$ cat config.mk
export PLATFORM = sky130hd
export DESIGN_NAME = arb8_grant_ctrl_flat
export DESIGN_NICKNAME = d
export VERILOG_FILES = /design/src/rtl/arb8_grant_ctrl_if.sv /design/src/rtl/arb8_grant_ctrl.sv /design/src/flat_wrapper.sv
export SDC_FILE = /design/constraint.sdc
export NUM_CORES = 1
export LEC_CHECK = 0
export ABC_CLOCK_PERIOD_IN_PS = 3100
export BUFFER_PORTS_ARGS = -buffer_cell sky130_fd_sc_hd__buf_4
export CORE_MARGIN = 3
export CORE_UTILIZATION = 35
export CTS_BUF_LIST = sky130_fd_sc_hd__clkbuf_8
export CTS_CLUSTER_DIAMETER = 40
export CTS_CLUSTER_SIZE = 28
export DETAILED_ROUTE_END_ITERATION = 10
export PLACE_DENSITY = 0.59
export SYNTH_ARGS = -nofsm -noshare
export SYNTH_HDL_FRONTEND = slang
export SYNTH_SLANG_ARGS = --single-unit
$ cat constraint.sdc
create_clock -name clk -period 3.1 [get_ports clk]
set_input_delay 0.31 -clock clk [delete_from_list [all_inputs] [get_ports clk]]
set_output_delay 0.31 -clock clk [all_outputs]
set_load 0.02 [all_outputs]
$ cat src/rtl/arb8_grant_ctrl_if.sv
// Request/grant bundle between the 8 clients and the arbiter.
// master = client side (drives req), slave = arbiter side (drives grant status).
interface arb8_grant_ctrl_if;
  logic [7:0] req;
  logic [7:0] gnt;
  logic [3:0] gnt_code;
  logic       busy;
  logic       timeout;

  modport master (output req, input gnt, gnt_code, busy, timeout);
  modport slave  (input req, output gnt, gnt_code, busy, timeout);
endinterface

$ cat src/rtl/arb8_grant_ctrl.sv
// 8-requester grant controller: registered one-hot grant, held until owner drop or hold timeout.
// ROUND_ROBIN_EN selects rotating priority; default build is fixed priority (req[7] highest).
module arb8_grant_ctrl #(
  parameter int HOLD_MAX = 16,
  parameter int CNT_W    = 5
) (
  input  logic clk,
  input  logic rst_n,
  arb8_grant_ctrl_if.slave bus
);

  typedef enum logic [1:0] {IDLE, GRANT, RELEASE} state_t;

  state_t           state;
  logic [CNT_W-1:0] hold_cnt;
  logic [7:0]       gnt;
  logic [3:0]       gnt_code;
  logic             busy;
  logic             timeout;
  logic [2:0]       win;
  logic [2:0]       owner;

  assign owner = gnt_code[2:0];

`ifdef ROUND_ROBIN_EN
  logic [2:0] rr_ptr;

  // Scan downward from rr_ptr (inclusive) with wrap; rr_ptr trails the last owner.
  always_comb begin
    logic       found;
    logic [2:0] idx;
    win   = 3'd0;
    found = 1'b0;
    idx   = 3'd0;
    for (int i = 0; i < 8; i++) begin
      idx = rr_ptr - 3'(i);
      if (!found && bus.req[idx]) begin
        win   = idx;
        found = 1'b1;
      end
    end
  end
`else
  // Highest asserted index wins; later loop iterations override earlier ones.
  always_comb begin
    win = 3'd0;
    for (int i = 0; i < 8; i++)
      if (bus.req[i]) win = 3'(i);
  end
`endif

  always_ff @(posedge clk or negedge rst_n) begin
    if (!rst_n) begin
      state    <= IDLE;
      hold_cnt <= '0;
      gnt      <= '0;
      gnt_code <= '0;
      busy     <= 1'b0;
      timeout  <= 1'b0;
`ifdef ROUND_ROBIN_EN
      rr_ptr   <= 3'd0;
`endif
    end else begin
      timeout <= 1'b0;
      case (state)
        IDLE: begin
          if (|bus.req) begin
            state    <= GRANT;
            gnt      <= 8'b1 << win;
            gnt_code <= {1'b1, win};
            busy     <= 1'b1;
            hold_cnt <= CNT_W'(1);
          end
        end
        GRANT: begin
          // Owner drop takes precedence, so a coincident timeout is a normal release.
          if (!bus.req[owner] || hold_cnt == CNT_W'(HOLD_MAX)) begin
            state    <= RELEASE;
            gnt      <= '0;
            gnt_code <= '0;
            busy     <= 1'b0;
            hold_cnt <= '0;
            timeout  <= bus.req[owner];
`ifdef ROUND_ROBIN_EN
            rr_ptr   <= owner - 3'd1;
`endif
          end else begin
            hold_cnt <= hold_cnt + CNT_W'(1);
          end
        end
        RELEASE: state <= IDLE;
        default: state <= IDLE;
      endcase
    end
  end

  assign bus.gnt      = gnt;
  assign bus.gnt_code = gnt_code;
  assign bus.busy     = busy;
  assign bus.timeout  = timeout;

endmodule

$ cat src/flat_wrapper.sv
// flat-port wrapper written by rule: the top's interface ports become plain ports
module arb8_grant_ctrl_flat 
#(
  parameter int HOLD_MAX = 16,
  parameter int CNT_W    = 5
)
  (clk, rst_n, bus_req, bus_gnt, bus_gnt_code, bus_busy, bus_timeout);
  arb8_grant_ctrl_if bus_i ();
  input  logic clk;
  input  logic rst_n;
  input wire logic [$bits(bus_i.req)-1:0] bus_req;
  output wire logic [$bits(bus_i.gnt)-1:0] bus_gnt;
  output wire logic [$bits(bus_i.gnt_code)-1:0] bus_gnt_code;
  output wire logic [$bits(bus_i.busy)-1:0] bus_busy;
  output wire logic [$bits(bus_i.timeout)-1:0] bus_timeout;
  assign bus_i.req = bus_req;
  assign bus_gnt = bus_i.gnt;
  assign bus_gnt_code = bus_i.gnt_code;
  assign bus_busy = bus_i.busy;
  assign bus_timeout = bus_i.timeout;
  arb8_grant_ctrl #(.HOLD_MAX(HOLD_MAX), .CNT_W(CNT_W)) u_core (.clk(clk), .rst_n(rst_n), .bus(bus_i));
endmodule
=== Word-level counts from Yosys, hierarchy flattened ===
Cells that the tools add are included.

* Flip-flop bits (word level): 21
* Word-level logic and storage cells: 47

* Add/subtract/negate cells: 1
* $lt $le $gt $ge: 1
* Equal/unequal tests: 4
* Shift operators: 1
* Mux-type cells: 26
* Reductions and logical operators: 8

{| class="wikitable"
|+ Operators by type and width
! kind !! number
|-
| 3-bit 2-to-1 mux || 6
|-
| 8-bit 2-to-1 mux || 2
|-
| 8-bit one-hot mux with 2 select lines || 1
|-
| 5-bit 2-to-1 mux || 2
|-
| 5-bit one-hot mux with 2 select lines || 1
|-
| 4-bit 2-to-1 mux || 2
|-
| 4-bit one-hot mux with 2 select lines || 1
|-
| 8-bit OR reduction || 1
|-
| 1-bit by 3-bit << shifter with 8-bit output (first input constant) || 1
|-
| 1-bit 2-to-1 mux || 6
|-
| 5-bit by 1-bit adder with 5-bit output (second input constant) || 1
|-
| 5-bit equality test (second input constant) || 1
|-
| 3-bit by 4-bit < comparator with 1-bit output (second input constant) || 1
|-
| 2-bit 2-to-1 mux || 2
|-
| 2-bit by 1-bit inequality test with 1-bit output (second input constant) || 2
|-
| 2-bit one-hot mux with 2 select lines || 1
|-
| 2-bit AND reduction || 2
|-
| 1-bit binary-select mux with 3-bit select || 1
|-
| 3-bit AND reduction || 1
|-
| 2-bit by 1-bit equality test with 1-bit output (second input constant) || 1
|-
| 2-bit zero test || 1
|-
| 1-bit one-hot mux with 2 select lines || 1
|-
| 2-bit nonzero test || 1
|-
| 1-bit zero test || 1
|-
| 1-bit logical OR || 1
|}

=== Depth between registers and ports, before layout ===
* Depth after elaboration: 10
* Mapped depth: 7

=== Worst setup path after synthesis ===
OpenSTA, ideal clock, no wires.

* Path type: register to register
* Start point: register u_core.gnt_code[0], in the netlist u_core.bus.gnt_code[0]
* End point: register u_core.hold_cnt[0]
* Arrival: 1,543 ps
* Data required time: 3,018 ps
* Slack: 1,475 ps
* Stages on the path, launching flop included: 7
* Buffers on the path: 1
* Cells stage by stage: dfrtp_1 buf_2 mux2i_1 a22oi_1 nand3_1 or2_2 a31oi_1

* Word-level cells in the longest chain between the ends: 6

{| class="wikitable"
|+ Ends and longest elaborated chain
! element !! RTL line !! source
|-
| from (decl) || arb8_grant_ctrl.sv:17 || <nowiki>logic [3:0] gnt_code;</nowiki>
|-
| from (signal assigned) || arb8_grant_ctrl.sv:70 || <nowiki>gnt_code <= {1'b1, win};</nowiki>
|-
| 1-bit binary-select mux with 3-bit select || arb8_grant_ctrl.sv:77 || <nowiki>if (!bus.req[owner] || hold_cnt == CNT_W'(HOLD_MAX)) begin</nowiki>
|-
| 1-bit 2-to-1 mux (implied by the code) || arb8_grant_ctrl.sv:77 ||
|-
| 1-bit zero test || arb8_grant_ctrl.sv:77 ||
|-
| 1-bit logical OR || arb8_grant_ctrl.sv:77 ||
|-
| 5-bit 2-to-1 mux || arb8_grant_ctrl.sv:77 ||
|-
| 5-bit one-hot mux with 2 select lines || arb8_grant_ctrl.sv:65 || <nowiki>case (state)</nowiki>
|-
| to (signal assigned) || arb8_grant_ctrl.sv:88 || <nowiki>hold_cnt <= hold_cnt + CNT_W'(1);</nowiki>
|-
| to (decl) || arb8_grant_ctrl.sv:15 || <nowiki>logic [CNT_W-1:0] hold_cnt;</nowiki>
|}

Every way passes these cells. The select of a mux whose other input is x is not followed.
A chain may end at the register's enable or synchronous reset.

=== Final worst setup path ===
* Start point: register u_core.hold_cnt[0]
* End point: register u_core.gnt_code[0], in the netlist u_core.bus.gnt_code[0]

* Word-level cells in the longest chain between the ends: 4

{| class="wikitable"
|+ Ends and longest elaborated chain
! element !! RTL line
|-
| 5-bit equality test || arb8_grant_ctrl.sv:77
|-
| 1-bit logical OR || arb8_grant_ctrl.sv:77
|-
| 2-bit by 1-bit inequality test with 1-bit output (no source line) || n/a
|-
| 3-bit AND reduction (no source line) || n/a
|}

Every way passes these cells.

==> out/qor.csv <==
metric,value,unit
worst path required time,3.29,ns
Slew headroom,0.6299,
CTS root buffer,clkbuf_8,
Finished Layout Cells,161,
cell area after synthesis,1079,um^2
Power Density,851.1,nW/um^2
main area contributors after synthesis,"dfrtp_1, a32o_2, nor2_1",
RSZ-0062 raised after global routing,no,
GRT Residual Overflow,0,
vias in the first global route,857,
worst IR drop on VDD,0.0004130,V
DR iter-0 viols,68,
Total Wirelength,2.242,mm
Yosys cell types,40,
area grow syn2layout,23.43,%
fillers,270,
CORE AREA,2853,um^2
slowest CP cell,dfrtp_1,
"Cell Chain, Critical Path",inv_1 > ha_1 > a32oi_1 > nand3_1 > o21ai_2 > a22o_2,
GPL Wtd Cong,0.9265,
worst path buffer plus inverter count,1,
Pre-antenna DRT Iters,4,
CP Class,flip-flop to flip-flop,
Gate Count Post-Synth,105,
Tcrit/Tclk final,0.5614,
Rows,19,
sequential area share after synthesis,0.4640,
worst endpoint data arrival time,1.93,ns
Clock Skews,0.002420,ns
worst skew pair latency,0.25,ns
Max H-tree Level,1,
I/O Pins,24,
Crit Path Max Fanout,11,
clock tree buffer depth,2,
Reg area,500.5,um^2
max-cap check violation count,0,
Lkg Pwr,0.6541,nW
post-route ant nets,0,
Post CTS Setup Buffer Count,0,
initial antenna violation count,0,
Syn Area/Cell,10.27,um^2
DR vias,889,
Synth Net Count,117,
YS warnings,0,
number of synthesized flops with an enable pin,0,
Multi-input gate area,520.5,um^2
worst-margin pin slew,0.5483,ns
"FF+latch count, synth",20,
Setup WS pre-CTS,1.174,ns
max incr delay on CP,0.42,ns
Hold Crit Class,input pin to flip-flop,
# setup viols final,0,
CTS tree,built,
Worst Setup Start Kind,flip-flop,
count of final hold-check violations,0,
top cell type's share of synthesized area,0.4640,
Initial Util,0.3781,
CP endpoint kind,flip-flop,
first-pass GRT wire length,3.760,mm
WL per Instance,13.93,um
Chip Width,61.51,um
asr flop ratio synth,1.000,
Final nets,143,
Residual DRC,0,
# placed instances,156,
Yosys top cell by area,dfrtp_1,
largest net degree at the start of global routing,21,
IO Port Bufs,23,
top_reg_cell synth,dfrtp_1,
"Power, Total",1.133,mW
Die Area,3783,um^2
total CTS buffers,3,
CP top delay family,compound AO/OA/AOI/OAI gates,
fin util,0.4667,
Tmin final,1.740,ns
layout cell share with drive strength beyond 1,0.3385,
gr usage total,0.1335,
post_cts resized,0,
height of the die,61.51,um
Antenna Cells,0,
fin worst setup slack,1.360,ns
Num Clock Sinks,20,
vias per cell,5.522,
Final Max Slew Viols,0,
setup TNS,0,ns
status,completed,
Fmax,574.6,MHz
clock slew at reported path FFs,0.07,ns
post-DP HPWL,1.693,mm
what timing repair did:
action | CTS | global route
hold buffers | 1 | 0
endpoints found under the setup margin | 0 | 0
endpoints found under the hold margin | 20 | 0
through the flow:
step / area (um^2) / hold WS [ns]
detailed placement: 1266 / 0.2035
CTS: 1331 / 0.3287
floorplan: 1079 / 0.01441
global route: 1331 / 0.3404
global placement: 1266 / 0.2011
finish: 1331 / 0.3339
final cells by class:
type                            count  share of cell area
Clock buffer                        4             0.04135
Inverter                            9             0.02538
Multi-Input combinational cell     73              0.3910
Sequential cell                    20              0.3759
Tap cell                           31             0.02914
Timing Repair Buffer               24              0.1372
cell usage after synthesis (3+ instances only):
cell type  instances
dfrtp_1           20
nor2_1            11
inv_1              8
nand3_1            6
a21oi_1            5
a32o_2             5
mux2i_1            3
nand2_1            3
o21ai_0            3
cell families (layout without fill, tap and decap cells):
logic type               Yosys count  after routing  share of synthesized area
AO/OA/AOI/OAI                     33             33                     0.2564
adder cells (fa/ha/maj)            2              2                    0.02320
buffers and inverters             12             37                    0.05336
flip-flops                        20             20                     0.4640
multiplexers                       3              3                    0.02784
AND/OR/NAND/NOR                   35             35                     0.1752
worst paths after layout:
path,startpoint,end,depth (start not counted),slack [ns]
min in group asynchronous,rst_n,u_core.hold_cnt[3],2,0.46
hold / removal,bus_req[7],u_core.bus.gnt[7],2,0.33
max in group asynchronous,rst_n,u_core.bus.gnt_code[3],2,2.43
setup reg to reg,u_core.hold_cnt[0],u_core.bus.gnt_code[0],6,1.36
hold reg to reg,u_core.bus.gnt[1],u_core.bus.gnt[1],1,0.50
setup / recovery,u_core.hold_cnt[0],u_core.bus.gnt_code[0],6,1.36
sequential cells by signal (all words and copies together), names as in the netlist:
signal and flops:
u_core.hold_cnt 5, u_core.bus.gnt 8, u_core.state 2, u_core.bus.gnt_code 4, u_core.bus.timeout 1
cells in the final DEF (no fill, tap or decap), types with 2 or more instances in the layout:
cell,synthesis,layout
o21ai_0,3,3
nand2b_1,2,2
a32o_2,5,5
or4_4,2,2
nand3_1,6,6
a22o_1,2,2
clkbuf_8,0,4
dfrtp_1,20,20
nor3_1,2,2
inv_1,8,8
a21oi_1,5,5
a22oi_1,2,2
or2_2,2,2
mux2i_1,3,3
buf_4,1,23
ha_1,2,2
nor2b_1,2,2
nand2_1,3,3
nor2_1,11,11
a22o_2,2,2
o2bb2ai_1,2,2
where the power goes:
part           switching [mW]  internal (mW)
registers              0.0892          0.332
clock network          0.0815          0.113
logic                   0.290          0.228
layer usage:
metal | wire length (um) | track usage | up-vias
met5 | 0 | 0 | -
met4 | 18 | 0.04545 | 0
met3 | 108 | 0.03983 | 2
met2 | 1057 | 0.2078 | 18
met1 | 1058 | 0.1762 | 429
li1 | - | - | 440
Power figures use the tool's default switching activity.
